[config.mk]
export PLATFORM = sky130hd
export DESIGN_NAME = rd_req_sched
export DESIGN_NICKNAME = d
export VERILOG_FILES = /design/src/rtl/rd_req_sched.sv
export SDC_FILE = /design/constraint.sdc
export NUM_CORES = 1
export LEC_CHECK = 0
export ABC_AREA = 1
export CELL_PAD_IN_SITES_DETAIL_PLACEMENT = 0
export CELL_PAD_IN_SITES_GLOBAL_PLACEMENT = 1
export CORE_MARGIN = 5
export CORE_UTILIZATION = 37
export CTS_CLUSTER_DIAMETER = 150
export DETAILED_ROUTE_END_ITERATION = 12
export GPL_TIMING_DRIVEN = 0
export PLACE_DENSITY = 0.84
export SLEW_MARGIN = 15
export SYNTH_ARGS = -nofsm -noshare
export SYNTH_HDL_FRONTEND = slang
export SYNTH_SLANG_ARGS = --single-unit
export TNS_END_PERCENT = 30
[constraint.sdc]
create_clock -name clk -period 2.49 [get_ports clk]
set_clock_uncertainty 0.1 [all_clocks]
set_input_delay 0.3735 -clock clk [delete_from_list [all_inputs] [get_ports clk]]
set_output_delay 0.3735 -clock clk [all_outputs]
set_load 0.01 [all_outputs]
[src/rtl/rd_req_sched.sv]
// Read-request scheduler: queues addresses, launches one read at a time,
// waits for done or timeout, then holds the response until accepted.
module rd_req_sched #(
  parameter int AW    = 8,
  parameter int DW    = 16,
  parameter int DEPTH = 4,
  parameter int TMO   = 15
) (
  input  logic          clk,
  input  logic          rst,
  input  logic          req_valid,
  input  logic [AW-1:0] req_addr,
  output logic          req_ready,
  output logic          go,
  output logic [AW-1:0] addr,
  input  logic          rd,
  input  logic          ds,
  input  logic [DW-1:0] rdata,
  output logic          resp_valid,
  input  logic          resp_ready,
  output logic [AW-1:0] resp_addr,
  output logic [DW-1:0] resp_data,
  output logic          resp_err,
  output logic          busy
);

  localparam int PW = (DEPTH > 1) ? $clog2(DEPTH) : 1;
  localparam int CW = $clog2(DEPTH) + 1;
  localparam int TW = (TMO > 1) ? $clog2(TMO) : 1;
  localparam logic [CW-1:0] FULL  = CW'(DEPTH);
  localparam logic [TW-1:0] TLAST = TW'(TMO - 1);

  typedef enum logic [1:0] {
    IDLE,
    ISSUE,
    WAIT,
    RESP
  } state_t;

  state_t          state_q, state_d;
  logic [AW-1:0]   mem_q [DEPTH];
  logic [PW-1:0]   wptr_q, wptr_d;
  logic [PW-1:0]   rptr_q, rptr_d;
  logic [CW-1:0]   cnt_q, cnt_d;
  logic [TW-1:0]   tmo_q, tmo_d;
  logic [AW-1:0]   addr_q, addr_d;
  logic [DW-1:0]   data_q, data_d;
  logic            err_q, err_d;
  logic            push, pop;
  logic            unused_rd;

  assign unused_rd  = rd;
  assign req_ready  = (cnt_q < FULL);
  assign push       = req_valid && req_ready;
  assign go         = (state_q == ISSUE);
  assign resp_valid = (state_q == RESP);
  assign busy       = (state_q != IDLE) || (cnt_q != '0);
  assign addr       = addr_q;
  assign resp_addr  = addr_q;
  assign resp_data  = data_q;
  assign resp_err   = err_q;

  always_comb begin
    state_d = state_q;
    addr_d  = addr_q;
    data_d  = data_q;
    err_d   = err_q;
    tmo_d   = tmo_q;
    pop     = 1'b0;
    unique case (state_q)
      IDLE: begin
        if (cnt_q != '0) begin
          state_d = ISSUE;
          addr_d  = mem_q[rptr_q];
        end
      end
      ISSUE: begin
        state_d = WAIT;
        tmo_d   = '0;
      end
      WAIT: begin
        tmo_d = tmo_q + TW'(1);
        // a strobe in the final wait cycle still beats the timeout
        if (ds) begin
          data_d  = rdata;
          err_d   = 1'b0;
          state_d = RESP;
        end else if (tmo_q == TLAST) begin
          data_d  = '0;
          err_d   = 1'b1;
          state_d = RESP;
        end
      end
      RESP: begin
        if (resp_ready) begin
          pop     = 1'b1;
          state_d = IDLE;
        end
      end
      default: state_d = IDLE;
    endcase
  end

  always_comb begin
    wptr_d = wptr_q;
    rptr_d = rptr_q;
    cnt_d  = cnt_q;
    if (push) wptr_d = wptr_q + PW'(1);
    if (pop)  rptr_d = rptr_q + PW'(1);
    unique case ({push, pop})
      2'b10:   cnt_d = cnt_q + CW'(1);
      2'b01:   cnt_d = cnt_q - CW'(1);
      default: cnt_d = cnt_q;
    endcase
  end

  always_ff @(posedge clk) begin
    if (push) mem_q[wptr_q] <= req_addr;
  end

  always_ff @(posedge clk) begin
    if (rst) begin
      state_q <= IDLE;
      wptr_q  <= '0;
      rptr_q  <= '0;
      cnt_q   <= '0;
      tmo_q   <= '0;
      addr_q  <= '0;
      data_q  <= '0;
      err_q   <= 1'b0;
    end else begin
      state_q <= state_d;
      wptr_q  <= wptr_d;
      rptr_q  <= rptr_d;
      cnt_q   <= cnt_d;
      tmo_q   <= tmo_d;
      addr_q  <= addr_d;
      data_q  <= data_d;
      err_q   <= err_d;
    end
  end

endmodule

Word level (Yosys, flattened, before mapping)
Memory sizes are Yosys's and may differ from the RTL's. A register that Yosys moved wholly into a read port is not among the register bits.
Index checks and enable logic that the tools add are counted.
{"block": "word_totals", "elab_cells": 49, "mem_bits_rw": 32, "regBits": 30, "input_bits": 30, "n_memories": 1, "output_inout_bits": 37}
{"name": "mem_q", "depth": 4, "width": 8, "read_ports": 1, "rd_ports_with_merged_regs": 1, "write_ports": 1, "line_no": "41", "source": "logic [AW-1:0] mem_q [DEPTH];"}
{"block": "classes", "n_reduce_logical": 11, "eq_ne": 9, "mux": 15, "magnitude_cmp": 1, "add_sub_neg": 5}
{"cell": "$mux W16", "count": 2}
{"cell": "$mux W2", "count": 4}
{"cell": "$pmux W2 S4", "count": 1}
{"cell": "$pmux W4 S2", "count": 1}
{"cell": "$reduce_bool A2 Y1", "count": 4}
{"cell": "$eq A2 B2 Y1 const B", "count": 3}
{"cell": "$mux W1", "count": 6}
{"cell": "$pmux W3 S2", "count": 1}
{"cell": "$add A2 B1 Y2 const B", "count": 2}
{"cell": "$add A4 B1 Y4 const B", "count": 1}
{"cell": "$eq A2 B1 Y1 const B", "count": 2}
{"cell": "$eq A4 B4 Y1 const B", "count": 1}
{"cell": "$reduce_and A2 Y1", "count": 2}
{"cell": "$add A3 B1 Y3 const B", "count": 1}
{"cell": "$lt A3 B3 Y1 const B", "count": 1}
{"cell": "$ne A3 B3 Y1 const B", "count": 1}
{"cell": "$reduce_and A3 Y1", "count": 1}
{"cell": "$reduce_bool A3 Y1", "count": 1}
{"cell": "$sub A3 B1 Y3 const B", "count": 1}
{"cell": "$logic_not A2 Y1", "count": 1}
{"cell": "$ne A2 B1 Y1 const B", "count": 1}
{"cell": "$ne A2 B2 Y1 const B", "count": 1}
{"cell": "$logic_and A1 B1 Y1", "count": 1}
{"cell": "$logic_or A1 B1 Y1", "count": 1}

Longest topological paths before layout
Gate-level depths: netlist of the first run.
{"block": "logic_depth", "word_depth": 4, "mapped_depth": 11, "mapped_depth_nobuf": 11}

Worst setup path after synthesis of the first run
No wires, ideal clock.
{"block": "synth_path", "path_kind": "reg-to-reg", "start": "register state_q[0]", "end": "register cnt_q[2]", "arrival_time_ns": 1.632, "stages_incl_launch_ff": 11, "required_time_ns": 2.265, "setup_time_ns": 0.125, "setup_slack_ns": 0.633, "path_cell_list": "dfxtp_1 ha_1 nand2_1 inv_1 ha_1 inv_1 fa_1 nand2_1 nand3_1 o21ai_0 a21oi_1"}
{"block": "synth_via", "elab_chain_cells": 4, "elab_cells_between_ends": 6}
{"item": "start: declaration", "line_no": "40", "source": "state_t state_q, state_d;"}
{"item": "start signal: assignment", "line_no": "132", "source": "state_q <= state_d;"}
{"item": "$eq A2 B2 Y1 (*)"}
{"item": "net resp_valid", "line_no": "19", "source": "output logic resp_valid,"}
{"item": "$mux W1 (*)", "line_no": "70", "source": "unique case (state_q)"}
{"item": "net pop", "line_no": "49", "source": "logic push, pop;"}
{"item": "$eq A2 B1 Y1 or $eq A2 B2 Y1 (tied branches)", "line_no": "110", "source": "unique case ({push, pop})"}
{"item": "$pmux W3 S2 or $reduce_bool A2 Y1 (tied branches)"}
{"item": "end signal: assignment", "line_no": "135", "source": "cnt_q <= cnt_d;"}
{"item": "end: declaration", "line_no": "44", "source": "logic [CW-1:0] cnt_q, cnt_d;"}
Mark *: on every way through the listed nets, which the timed path passes. The rest lies on a longest branch.
A chain may end at the register's enable or synchronous reset.

Final worst setup path of the first run
{"block": "layout_path", "start": "register state_q[0]", "end": "output port busy"}
{"block": "layout_via", "elab_chain_cells": 2}
{"item": "$reduce_bool A2 Y1", "line_no": "57", "source": "assign busy = (state_q != IDLE) || (cnt_q != '0);"}
{"item": "$logic_or A1 B1 Y1", "line_no": "57"}
{"item": "end: declaration", "line_no": "24", "source": "output logic busy"}
Every way passes these cells.

==> impl_metrics.py, run 1 <==
metrics = {
    "cts": {
        "clkSinkCount": 70,
        "post_cts.repair.setup_buffers": 0,
        "cts.reportedPaths.clkPinSlew_ns": 0.08,
        "bufs_on_longest_clock_path": 2,
        "clock_tree.htree_level_count": 3,
        "insertion_delay_ns": 0.34,
        "cts_buffer_count": 9,
        "ctsRootBufferMaster": "clkbuf_8",
        "tritoncts_clock_tree": "yes",
        "postCtsResizedCells": 0,
        "cts_hold_buf": 0,
    },
    "timing": {
        "worstMarginPinSlew_ns": 0.834,
        "hold_viol": 0,
        "finalSetupTns_ns": 0,
        "timing.final.crit_share": 0.885,
        "finalMaxSlewViolations": 0,
        "rsz0062_at_grt": "no",
        "setup_viol_count_final": 0,
        "slew_headroom": 0.442,
        "post-route-min-period_ns": 2.20,
        "fmax_mhz": 454,
    },
    "die": {
        "die_width_um": 99.5,
        "top_level_i_o_count": 67,
        "core_area_um2": 7770,
        "effective_utilization_at_floorplan": 0.382,
        "die_area_um2": 9910,
        "dieHeight_um": 99.5,
        "floorplan.rows": 32,
    },
    "cells_and_area": {
        "fillers": 754,
        "layout.cells.most_common": "nand2_1",
        "multi_input_comb_area_um2": 998,
        "layout.area.seq_um2": 1720,
        "antenna-diode-count": 0,
        "stdcell_count": 511,
        "finish.net_count": 447,
        "mostFrequentLayoutCells": "nand2_1 (73), clkdlybuf4s50_1 (64), nor2_1 (61)",
        "final_area_um2": 3910,
        "post_route_cells_drive_above_1_share": 0.0929,
        "area_added_between_synthesis_and_finish_pct": 32.0,
    },
    "global_routing": {
        "vias_in_the_first_global_route": 2210,
        "first_pass_grt_wire_length_um": 10400,
        "maximum_number_of_pins_on_one_net_before_global_route_repair": 15,
        "groute.usage.overall": 0.134,
        "overflow": 0,
        "antenna_found_initial": 0,
    },
    "synthesis": {
        "yosys.cell_types.count": 23,
        "synth_seq_area_share": 0.581,
        "synth.net_count": 372,
        "cell_count_after_synthesis": 329,
        "synth-seq-cells": 70,
        "ys.warnings.count": 0,
        "post_synth_instance_area_um2": 2970,
        "synth.avg_cell_area_um2": 9.01,
    },
    "drt": {
        "drt.antenna.violating_nets": 0,
        "drt_drc_violations_left": 0,
        "detailedRoute.firstIterationViolations": 81,
        "wl_per_cell_um": 12.3,
        "dr.pass1.iters": 4,
        "wirelength_um": 6310,
        "vias": 2270,
        "viasPerCell": 4.44,
    },
    "critical_path": {
        "start_kind": "register",
        "setup.worst_path.end_class": "output port",
        "critPathRequiredTime_ns": 2.02,
        "critical_path_peak_fanout": 4,
        "path_class": "register to output port",
        "worst-endpoint-arrival_ns": 1.73,
    },
    "pwr": {
        "p_per_area_nw_per_um2": 836,
        "cellLeakagePower_nw": 1.57,
        "p_clk_frac": 0.254,
        "sw_frac_of_total": 0.318,
        "cell_internal_pwr_mw": 2.23,
        "ir_worst_vdd_uv": 372,
        "switching_power_mw": 1.04,
        "share_comb_of_total_power": 0.310,
        "power.share.sequential": 0.436,
    },
    "placed_design": {
        "routabilityCongestion": 0.733,
        "post-dp-hpwl_um": 4630,
        "number_of_placed_instances_with_taps_included": 495,
        "place.port_buffers": 64,
        "postPlaceCellArea_um2": 3730,
    },
    "run": {
        "max_capacitance_violation_count": 0,
    },
    "outcome": {
        "run_status": "complete, no violations",
    },
    "hold_path": {
        "min-delay-path-class": "primary input to register",
    },
}
## kinds of logic after synthesis
logic type	after synthesis	share of synthesized area
AOI/OAI and AO/OA	50	0.0844
xor gates and xnor gates	2	0.00591
adders and majority gates	13	0.0574
buffers and inverters	50	0.0827
DFF	70	0.581
and+or+nand+nor	144	0.189
## stage by stage
stage          power [mW]   util  hold slack [ns]  worst slack, ns
2_1_floorplan        2.03      -            0.372            0.633
3_3_place_gp         2.46  0.481            0.346            0.277
3_5_place_dp         2.48  0.481            0.353            0.242
4_1_cts              3.32  0.504            0.212            0.256
5_1_grt              3.49  0.504            0.216            0.192
6_report             3.27  0.504            0.225            0.286
## layer usage
layer,vias up,GRT usage,part of all wire
met5,-,0,0
met4,0,0.0578,0.024
met3,12,0.0435,0.033
met2,30,0.222,0.50
met1,1030,0.158,0.44
li1,1198,-,-
## state kept, by name (all words and copies together) (netlist names)
signal,count
mem_q,32
state_q,2
rptr_q,2
resp_err,1
resp_data,16
wptr_q,2
addr,8
tmo_q,4
cnt_q,3
## critical path, stage by stage (launching register included)
cell and delay (ns):
dfxtp_1 0.39, inv_1 0.10, ha_1 0.22, nand3_1 0.13, clkdlybuf4s50_1 0.56
## layout make-up
type / count / area share
timing repair buffer: 64 / 0.164
clock buffer: 9 / 0.0316
tap: 102 / 0.0326
multi-input combinational: 209 / 0.255
sequential: 70 / 0.440
buffer: 18 / 0.0320
inverter: 32 / 0.0307
clock inverter: 7 / 0.0144
## synthesized netlist by cell type, drive strengths merged
cell | instances | area share
nand3 | 4 | 0.0068
a21oi | 26 | 0.044
nand4 | 2 | 0.0042
or2 | 1 | 0.0021
inv | 31 | 0.039
dfxtp | 38 | 0.26
nand3b | 1 | 0.0025
buf | 18 | 0.042
xor2 | 2 | 0.0059
edfxtp | 32 | 0.32
nand2 | 74 | 0.095
nor3 | 1 | 0.0017
clkinv | 1 | 0.0013
o21ai | 24 | 0.041
fa | 1 | 0.0068
nor2 | 61 | 0.077
ha | 12 | 0.051
## final timing paths
| kind | startpoint | to | slack [ns] | depth (start not counted) |
|---|---|---|---|---|
| setup / recovery | state_q[0] | busy | 0.29 | 4 |
| hold / removal | rst | resp_data[2] | 0.23 | 2 |
| setup reg to reg | state_q[1] | cnt_q[2] | 0.55 | 10 |
| hold reg to reg | resp_data[14] | resp_data[14] | 0.36 | 2 |
## power groups by stage
stage	Clock [mW]	Sequential (mW)	Combinational, mW
floorplan	0	1.47	0.552
global placement	0	1.45	1.01
detailed placement	0	1.46	1.02
CTS	0.864	1.43	1.03
global route	0.915	1.44	1.13
finish	0.831	1.43	1.01
Note: power is estimated with default switching activity, not from simulation.
==> run 2: changes to the inputs <==
--- a/config.mk
+++ b/config.mk
@@ -13,7 +13,7 @@
 export CTS_CLUSTER_DIAMETER = 150
 export DETAILED_ROUTE_END_ITERATION = 12
 export GPL_TIMING_DRIVEN = 0
-export PLACE_DENSITY = 0.84
+export PLACE_DENSITY_LB_ADDON = 0.1
 export SLEW_MARGIN = 15
 export SYNTH_ARGS = -nofsm -noshare
 export SYNTH_HDL_FRONTEND = slang
==> run 2 against run 1 <==
Against the previous run:
- setup slack improved by 0.0073 ns
- non-clock buffer count unchanged
- critical path depth unchanged
==> impl_metrics.py, run 2 (same netlist as run 1, synthesis figures left out) <==
metrics = {
    "outcome": {
        "run_status": "complete, no violations",
    },
    "cts": {
        "cts_hold_buf": 0,
        "clock_tree.htree_level_count": 3,
        "cts_buffer_count": 9,
        "bufs_on_longest_clock_path": 2,
        "insertion_delay_ns": 0.33,
        "tritoncts_clock_tree": "yes",
        "clkSinkCount": 70,
        "post_cts.repair.setup_buffers": 0,
        "postCtsResizedCells": 0,
        "ctsRootBufferMaster": "clkbuf_8",
        "cts.reportedPaths.clkPinSlew_ns": 0.07,
    },
    "die": {
        "floorplan.rows": 32,
        "top_level_i_o_count": 67,
        "effective_utilization_at_floorplan": 0.382,
        "core_area_um2": 7770,
        "die_area_um2": 9910,
        "die_width_um": 99.5,
        "dieHeight_um": 99.5,
    },
    "pwr": {
        "p_clk_frac": 0.261,
        "ir_worst_vdd_uv": 330,
        "sw_frac_of_total": 0.297,
        "cellLeakagePower_nw": 1.57,
        "share_comb_of_total_power": 0.306,
        "power.share.sequential": 0.433,
        "switching_power_uw": 976,
        "cell_internal_pwr_mw": 2.31,
        "p_per_area_nw_per_um2": 839,
    },
    "drt": {
        "drt-met1-wl_um": 2940,
        "wirelength_um": 6220,
        "dr.pass1.iters": 4,
        "wl_per_cell_um": 12.2,
        "drt.antenna.violating_nets": 0,
        "met3WireLength_um": 356,
        "detailedRoute.firstIterationViolations": 118,
        "viasPerCell": 4.34,
        "vias": 2217,
        "drt_drc_violations_left": 0,
        "route.met2.wl_um": 2820,
        "dr.max_layer_used": "met4",
    },
    "timing": {
        "fmax_mhz": 455,
        "finalMaxSlewViolations": 0,
        "hold_viol": 0,
        "worstMarginPinSlew_ns": 0.779,
        "holdWs_ns": 0.231,
        "slew_headroom": 0.479,
        "post-route-min-period_ns": 2.20,
        "setup_viol_count_final": 0,
        "timing.final.crit_share": 0.882,
        "finalSetupTns_ns": 0,
        "rsz0062_at_grt": "no",
    },
    "cells_and_area": {
        "mostFrequentLayoutCells": "nand2_1 (73), clkdlybuf4s50_1 (64), nor2_1 (61)",
        "area_added_between_synthesis_and_finish_pct": 32.3,
        "layout.cells.most_common": "nand2_1",
        "finish.net_count": 447,
        "post_route_cells_drive_above_1_share": 0.0905,
        "fillers": 761,
        "largest_register_ff_count": 32,
        "antenna-diode-count": 0,
        "final_area_um2": 3920,
        "max_flop_register": "mem_q",
    },
    "global_routing": {
        "maximum_number_of_pins_on_one_net_before_global_route_repair": 13,
        "first_pass_grt_wire_length_um": 10300,
        "groute.usage.overall": 0.132,
        "antenna_found_initial": 0,
        "overflow": 0,
        "vias_in_the_first_global_route": 2210,
    },
    "critical_path": {
        "start_kind": "register",
        "worst_setup_path_start": "state_q[0]",
        "path_class": "register to output port",
        "rr_startpoint": "state_q[1]",
        "critPathRequiredTime_ns": 2.02,
        "setup.worst_path.end_class": "output port",
        "critical_path_peak_fanout": 4,
        "worst-endpoint-arrival_ns": 1.72,
    },
    "placed_design": {
        "place.port_buffers": 64,
        "post-dp-hpwl_um": 4530,
        "routabilityCongestion": 0.745,
        "postPlaceCellArea_um2": 3730,
    },
    "run": {
        "max_capacitance_violation_count": 0,
    },
    "hold_path": {
        "worst_hold_startpoint": "rst",
        "min-delay-path-class": "primary input to register",
    },
}
==> run 2: metal layers <==
metal,vias to the layer above,global-route usage
met2,46,0.207
met5,-,0
li1,1194,-
met1,966,0.169
met4,0,0.0630
met3,11,0.0372
==> run 2: area by class of cell <==
class / count / area (um2) / area share
clock inverter: 7 / 65.1 / 0.0166
sequential: 70 / 1720 / 0.439
buffer: 18 / 125 / 0.0319
inverter: 32 / 120 / 0.0306
clock buffer: 9 / 124 / 0.0316
multi-input combinational: 209 / 998 / 0.255
timing repair buffer: 64 / 641 / 0.163
tap: 102 / 128 / 0.0325
==> run 2: path summary, 6_finish.rpt <==
path	endpoint	slack, ns	cells past startpoint
hold reg to reg	resp_data[13]	0.36	2
hold / removal	resp_data[5]	0.23	2
setup / recovery	busy	0.29	4
setup reg to reg	cnt_q[2]	0.53	10
==> run 2: power groups by stage <==
stage | combinational, mW | sequential, mW | clock, mW
after floorplan | 0.552 | 1.47 | 0
after global placement | 1.02 | 1.45 | 0
final | 1.01 | 1.42 | 0.859
after global routing | 1.13 | 1.45 | 0.942
after detailed placement | 1.03 | 1.45 | 0
after CTS | 1.03 | 1.43 | 0.891
==> run 2: critical path, stage by stage, from the launching register on <==
cell	delay, ns
dfxtp_1	0.38
inv_1	0.10
ha_1	0.22
nand3_1	0.14
clkdlybuf4s50_1	0.55
==> run 2: metrics by stage <==
stage / total power [mW] / instances / setup slack (ns) / utilization
floorplan: 2.03 / 329 / 0.633 / -
global placement: 2.46 / 495 / 0.235 / 0.481
detailed placement: 2.48 / 495 / 0.217 / 0.481
CTS: 3.35 / 511 / 0.257 / 0.505
global route: 3.52 / 511 / 0.186 / 0.505
finish: 3.29 / 511 / 0.294 / 0.505
